<file path="config.mk">
export PLATFORM = sky130hd
export DESIGN_NAME = instruction_fetch
export DESIGN_NICKNAME = d
export VERILOG_FILES = /design/src/rtl/instruction_fetch.sv
export SDC_FILE = /design/constraint.sdc
export NUM_CORES = 1
export LEC_CHECK = 0
export ABC_AREA = 1
export ABC_CLOCK_PERIOD_IN_PS = 5600
export CORE_MARGIN = 8
export CORE_UTILIZATION = 48
export CTS_CLUSTER_DIAMETER = 200
export CTS_CLUSTER_SIZE = 28
export DETAILED_ROUTE_END_ITERATION = 10
export PLACE_DENSITY_LB_ADDON = 0.25
export SYNTH_ARGS = -nofsm -noshare
export SYNTH_HDL_FRONTEND = slang
export SYNTH_SLANG_ARGS = --single-unit
</file>
<file path="constraint.sdc">
create_clock -name clk -period 5.6 [get_ports clk]
set_clock_uncertainty 0.1 [all_clocks]
set_input_delay 1.12 -clock clk [delete_from_list [all_inputs] [get_ports clk]]
set_output_delay 1.12 -clock clk [all_outputs]
set_load 0.05 [all_outputs]
</file>
<file path="src/rtl/instruction_fetch.sv">
// rtl/instruction_fetch.sv - fetch stage between ProgramCounter and decode
// Optional feature macro: IFETCH_MISALIGN_TRAP_EN (adds inst_fault, traps misaligned fetch addresses)
`ifndef XBUS
`define XBUS 31:0
`endif
`ifndef PC_MODE_MSB
`define PC_MODE_MSB 1
`endif
`ifndef PC_MODE_INC
`define PC_MODE_INC 2'b01
`endif
`ifndef PC_MODE_SET
`define PC_MODE_SET 2'b10
`endif

module instruction_fetch #(
  parameter int RESET_HOLD = 1
) (
  input  logic                  clk,
  input  logic                  rst_n,
  input  logic [`XBUS]          pc_current,
  output logic [`PC_MODE_MSB:0] pc_mode,
  output logic [`XBUS]          pc_update,
  output logic                  pc_update_en,
  output logic                  mem_req,
  output logic [`XBUS]          mem_addr,
  input  logic                  mem_ack,
  input  logic [`XBUS]          mem_rdata,
  output logic                  inst_valid,
  input  logic                  inst_ready,
  output logic [`XBUS]          inst_data,
  output logic [`XBUS]          inst_pc,
`ifdef IFETCH_MISALIGN_TRAP_EN
  output logic                  inst_fault,
`endif
  input  logic                  redirect,
  input  logic [`XBUS]          redirect_target
);

  typedef enum logic [1:0] {S_HOLDOFF, S_REQ, S_HOLD, S_DROP} state_t;

  state_t       state, state_nxt;
  logic [3:0]   hold_cnt;
  logic         redir;       // redirect that actually takes effect (ignored in HOLDOFF)
  logic         accept;      // decode handshake not voided by a redirect
  logic         capture;     // latch the memory response into the decode slot
  logic         load_addr;   // a new fetch address is being issued
  logic         trap;        // new fetch address is misaligned and must not reach the bus
  logic [`XBUS] load_val;
  logic [`XBUS] fetch_addr;

  assign redir  = redirect && (state != S_HOLDOFF);
  assign accept = (state == S_HOLD) && inst_valid && inst_ready && !redir;

`ifdef IFETCH_MISALIGN_TRAP_EN
  assign fetch_addr = load_val;
`else
  // Without the trap the low address bits simply never reach the bus.
  assign fetch_addr = load_val & ~32'd3;
`endif

  // State register
  always_ff @(posedge clk or negedge rst_n) begin
    if (!rst_n) state <= S_HOLDOFF;
    else        state <= state_nxt;
  end

  // Next-state and next-fetch-address selection
  always_comb begin
    state_nxt = state;
    load_addr = 1'b0;
    load_val  = '0;
    capture   = 1'b0;
    trap      = 1'b0;
    case (state)
      S_HOLDOFF: begin
        if (hold_cnt == 4'd0) begin
          load_addr = 1'b1;
          load_val  = pc_current;
          state_nxt = S_REQ;
        end
      end
      S_REQ: begin
        if (redir) begin
          if (mem_ack) begin
            load_addr = 1'b1;
            load_val  = redirect_target;
            state_nxt = S_REQ;
          end else begin
            state_nxt = S_DROP;
          end
        end else if (mem_ack) begin
          capture   = 1'b1;
          state_nxt = S_HOLD;
        end
      end
      S_HOLD: begin
        if (redir) begin
          load_addr = 1'b1;
          load_val  = redirect_target;
          state_nxt = S_REQ;
        end else if (accept) begin
          // PC increments on this same edge, so pc_current+4 is the new PC
          load_addr = 1'b1;
          load_val  = pc_current + 32'd4;
          state_nxt = S_REQ;
        end
      end
      S_DROP: begin
        // Wait out the stale request; a redirect meeting the ack goes straight to its target
        if (mem_ack) begin
          load_addr = 1'b1;
          load_val  = redir ? redirect_target : pc_current;
          state_nxt = S_REQ;
        end
      end
      default: state_nxt = S_HOLDOFF;
    endcase
`ifdef IFETCH_MISALIGN_TRAP_EN
    trap = load_addr && (fetch_addr[1:0] != 2'b00);
`endif
    if (trap) state_nxt = S_HOLD;
  end

  // Bus request and ProgramCounter control outputs
  always_comb begin
    mem_req      = (state == S_REQ) || (state == S_DROP);
    pc_update_en = 1'b0;
    pc_mode      = '0;
    pc_update    = '0;
    if (redir) begin
      pc_update_en = 1'b1;
      pc_mode      = `PC_MODE_SET;
      pc_update    = redirect_target;
    end else if (accept) begin
      pc_update_en = 1'b1;
      pc_mode      = `PC_MODE_INC;
    end
  end

  // Holdoff counter, fetch address and decode slot registers
  always_ff @(posedge clk or negedge rst_n) begin
    if (!rst_n) begin
      hold_cnt   <= 4'(RESET_HOLD);
      mem_addr   <= '0;
      inst_valid <= 1'b0;
      inst_data  <= '0;
      inst_pc    <= '0;
`ifdef IFETCH_MISALIGN_TRAP_EN
      inst_fault <= 1'b0;
`endif
    end else begin
      if ((state == S_HOLDOFF) && (hold_cnt != 4'd0)) hold_cnt <= hold_cnt - 4'd1;
      if (load_addr) mem_addr <= fetch_addr;
      if (redir || accept) begin
        inst_valid <= 1'b0;
`ifdef IFETCH_MISALIGN_TRAP_EN
        inst_fault <= 1'b0;
`endif
      end
      if (capture) begin
        inst_valid <= 1'b1;
        inst_data  <= mem_rdata;
        inst_pc    <= mem_addr;
      end
`ifdef IFETCH_MISALIGN_TRAP_EN
      if (trap) begin
        inst_valid <= 1'b1;
        inst_fault <= 1'b1;
        inst_data  <= '0;
        inst_pc    <= fetch_addr;
      end
`endif
    end
  end

endmodule
</file>
* After elaboration in Yosys (flattened, before gate mapping)
Cells that the tools add are included.
Word-level totals: word-level logic and storage cells 58, flip-flop bits (word level) 99, output and inout bits 133
Operators by class: mux-type cells 29, $add $sub $neg 2, reductions and logical operators 14, equal/unequal tests 7
Operators with widths (count):
- 32-bit two-way mux | 8
- 32-bit one-hot mux with 4 select lines | 1
- 32-bit by 3-bit adder with 32-bit output, second input constant | 1
- 2-bit two-way mux | 8
- 1-bit two-way mux | 10
- 2-bit one-hot mux with 4 select lines | 1
- 3-bit != test, second input constant | 2
- 1-bit logical AND | 5
- 2-bit equality test, second input constant | 2
- 4-bit logical NOT | 1
- 2-bit != test, second input constant | 2
- 1-bit one-hot mux with 4 select lines | 1
- 4-bit AND reduction | 1
- 2-bit nonzero test | 2
- 4-bit nonzero test | 1
- 4-bit by 1-bit subtractor with 4-bit output, second input constant | 1
- 2-bit by 1-bit equality test with 1-bit output, second input constant | 1
- 2-bit logical NOT | 1
- 1-bit logical OR | 2
- 1-bit logical NOT | 1

* Logic depth before layout (Yosys ltp)
depth after elaboration 7, mapped depth 12

* Least setup slack after synthesis
Ideal clock, no wire load.
kind in2out, start point input port redirect, end point output port pc_update[10], cell stages on the path 4, buffers on the path 2, required time 4380 ps, slack 2220 ps, arrival 2160 ps, cells stage by stage nand2_2 buf_2 buf_2 nor2_1
Between the ends: longest elaborated chain between the ends 2
Ends and longest elaborated chain:
- from (decl) | RTL line 36 | input logic redirect,
- 1-bit logical AND | RTL line 52 | assign redir = redirect && (state != S_HOLDOFF);
- 32-bit two-way mux | RTL line 131 | if (redir) begin
- to (decl) | RTL line 23 | output logic [`XBUS] pc_update,
Every way passes these cells.

* Worst setup path in the final report
start point input port redirect, end point output port pc_update[14]
Same word-level chain as after synthesis.

==> reports/summary.txt <==
========================================================================================
Run status                                                                  finished clean
Fraction of layout cells with a size suffix above 1                               0.0447
Max transition margin                                                              0.383
Count of max-cap constraint violations                                                 0
Maximum number of pins on one net before global-route repair                          71
Syn avg cell area                                                               6.87 um2
Maximum count of clock buffers along a single path                                     2
Filler cell count                                                                   1042
Worst path cell trace                                                       clkdlybuf4s50_1 > nand2_2 > nor2_1 > clkdlybuf4s50_1
Area delta synth->final                                                            42.9%
Final count of negative-setup-slack endpoints                                          0
Total number of clock tree sinks                                                      99
# DRC                                                                                  0
Arrival time worst endpoint                                                      3.47 ns
Total area of multi-input combinational cells                                0.00285 mm2
Synthesized flop and latch total                                                      99
Dominant synthesized flop cell                                              sky130_fd_sc_hd__dfrtp_1
Avg WL per Cell                                                                  16.4 um
Portion of synthesized cell area occupied by the leading cell type                 0.414
Critical Path Fanout Max                                                              31
Actual transition at the worst max-transition pin                               0.924 ns
Router iterations before antenna repair                                                5
Area enclosed by the die boundary                                             0.0161 mm2
Final layout net count                                                              1174
Pins Over Slew Limit                                                                   0
Final total negative setup slack                                                    0 ns
Sequential area share after synthesis                                              0.419
Placed cell area                                                             0.00816 mm2
Max incr delay on CP                                                             0.87 ns
Number of enable-type register cells in the synthesized netlist                        0
Antenna violations before repair                                                       0
Total Routing Usage GR                                                             0.242
Standard-cell row count                                                               40
Maximum ir drop on the vdd rail                                                 0.210 mV
Most frequent cells after synthesis                                         sky130_fd_sc_hd__nand2_1 (365), sky130_fd_sc_hd__dfrtp_1 (98), sky130_fd_sc_hd__inv_1 (91)
Total of buffers placed on input and output ports                                    227
Count of buffering cells on the critical path with inverters included                  2
Post-CTS Resized                                                                       0
Number of H-tree branching levels                                                      3
Achievable frequency                                                           0.213 GHz
Aggregate global routing overflow                                                      0
Largest cells by area after synthesis                                       sky130_fd_sc_hd__dfrtp_1 (41%), sky130_fd_sc_hd__nand2_1 (23%), sky130_fd_sc_hd__inv_1 (5.8%)
Library cell contributing the largest single delay on the critical path     sky130_fd_sc_hd__clkdlybuf4s50_1
Per-cell via count in the routed design                                             5.23
Cell with the most instances after synthesis                                sky130_fd_sc_hd__nand2_1
Proportion of synthesized flip-flops having asynchronous set or reset               1.00
Post-route fraction of the period consumed by the critical path                    0.838
Clk pin slew, worst setup/hold paths                                             0.06 ns
Final weighted congestion in routability-driven placement                          0.947
Yosys top cell by area                                                      sky130_fd_sc_hd__dfrtp_1
Overall power                                                                    4960 uW
Count of nets left with antenna violations after detail routing                        0
Critical Path Start Type                                                    primary input
Total half-perimeter wirelength after legalization and detailed placement       15300 um
Wire length of the first global-routing pass                                    31500 um
Horizontal die dimension                                                          127 um
Warnings from Yosys                                                                    0
Worst hold-check path type                                                       reg2reg
Synthesized netlist cell count                                                       862
Number of violations reported at the end of detailed-routing iteration 0             672
Synth unique cells                                                                    43
Nature of the critical path endpoint                                         output port
CTS tree                                                                           built
Skew-Pair Late Insertion Delay                                                   0.33 ns
Crit path required time                                                          4.38 ns
Worst Setup Path Type                                                             in2out
Clock root cell                                                             sky130_fd_sc_hd__clkbuf_16
Antenna cells                                                                          0
Post-layout utilization of the core                                                0.704
Number of global-route vias before repair                                           5965
Sequential cell area                                                         0.00248 mm2
Most common cell on crit path                                               sky130_fd_sc_hd__clkdlybuf4s50_1
Post-route minimum period                                                        4.69 ns
Largest delay share family, worst path                                      buffers and inverters
Floorplan die height                                                              127 um
Post-CTS Hold Fix Bufs                                                                 0
Power density over the cells                                                  586 mW/mm2
DRT Wirelength                                                                  20000 um
Hold Violations, Final                                                                 0
Vias post-DR                                                                        6381
Starting utilization of the core area                                              0.493
Leakage Power                                                                 0.00411 uW
Core region area                                                              0.0120 mm2
RSZ-0062 raised after global routing                                                  no
Final std cell area, no fill                                                 0.00846 mm2
Number of post-CTS setup repair buffers                                                0
Clock buffer count from CTS                                                            9
Number of top-level design ports                                                     234
Post-synthesis cell area                                                     0.00592 mm2
========================================================================================
==> worst min-delay path, cell delays in order, from the launching register on <==
cell                      delay [ns]
sky130_fd_sc_hd__dfrtp_1        0.34
sky130_fd_sc_hd__nand2_1        0.05
sky130_fd_sc_hd__nand2_1        0.05
==> power by group <==
part	leakage, uW	switching (uW)	internal [uW]
Combinational	0.00272	2130	941
Clock	0.000145	265	359
Sequential	0.00124	226	1040
==> cell usage in the layout (no fill, tap or decap), drive strengths merged, types with 6 or more instances in the layout <==
| cell | n |
|---|---|
| o211ai | 6 |
| clkbuf | 10 |
| nor2 | 86 |
| nand3 | 37 |
| dfrtp | 98 |
| inv | 97 |
| clkdlybuf4s50 | 226 |
| nand2 | 370 |
| a21oi | 41 |
| nand4 | 21 |
| o21ai | 41 |
==> logic make-up (layout without fill, tap and decap cells) <==
kind of cell / Yosys count / in the layout / share of synthesized area
compound gates: 101 / 101 / 0.0970
xor+xnor: 4 / 4 / 0.00592
fa+ha+maj: 3 / 3 / 0.00634
buf+inv: 131 / 340 / 0.102
flops: 99 / 99 / 0.419
other cells: 1 / 4 / 0.000633
simple gates: 523 / 523 / 0.370
==> final timing paths <==
| path | start | end | slack, ns | depth (start not counted) |
|---|---|---|---|---|
| max in group asynchronous | rst_n | inst_pc[22] | 3.58 | 2 |
| worst min-delay path | inst_pc[15] | inst_pc[15] | 0.38 | 2 |
| worst max-delay path | redirect | pc_update[14] | 0.91 | 4 |
| min in group asynchronous | rst_n | inst_data[30] | 0.70 | 1 |
| worst min register to register | inst_pc[15] | inst_pc[15] | 0.38 | 2 |
| worst max register to register | state[0] | mem_addr[3] | 2.78 | 7 |
==> cell type report <==
class,count,share of cell area
sequential,99,0.293
inverter,95,0.0421
multi-input combinational,635,0.337
timing repair buffer,230,0.271
clock inverter,5,0.00710
clock buffer,10,0.0282
tap,147,0.0217
==> stage by stage <==
step	hold WS, ns	std cells	setup WS (ns)
2_1_floorplan	0.353	865	2.22
3_3_place_gp	0.361	1206	0.938
3_5_place_dp	0.364	1206	0.928
4_1_cts	0.382	1221	0.924
5_1_grt	0.395	1221	0.825
6_report	0.380	1221	0.910
==> flip-flops by register name, indices dropped and copies added (netlist names) <==
name / cells
state: 2
inst_valid: 1
inst_data: 32
inst_pc: 30
hold_cnt: 4
mem_addr: 30
==> layer usage <==
metal  vias up  routed length (um)  global-route usage
li1       3128                   -                   -
met5         -                   0                   0
met3        32                1730              0.0553
met4         0                 472              0.0805
met2       330                9200               0.392
met1      2891                8590               0.311
Power figures use the tool's default switching activity.
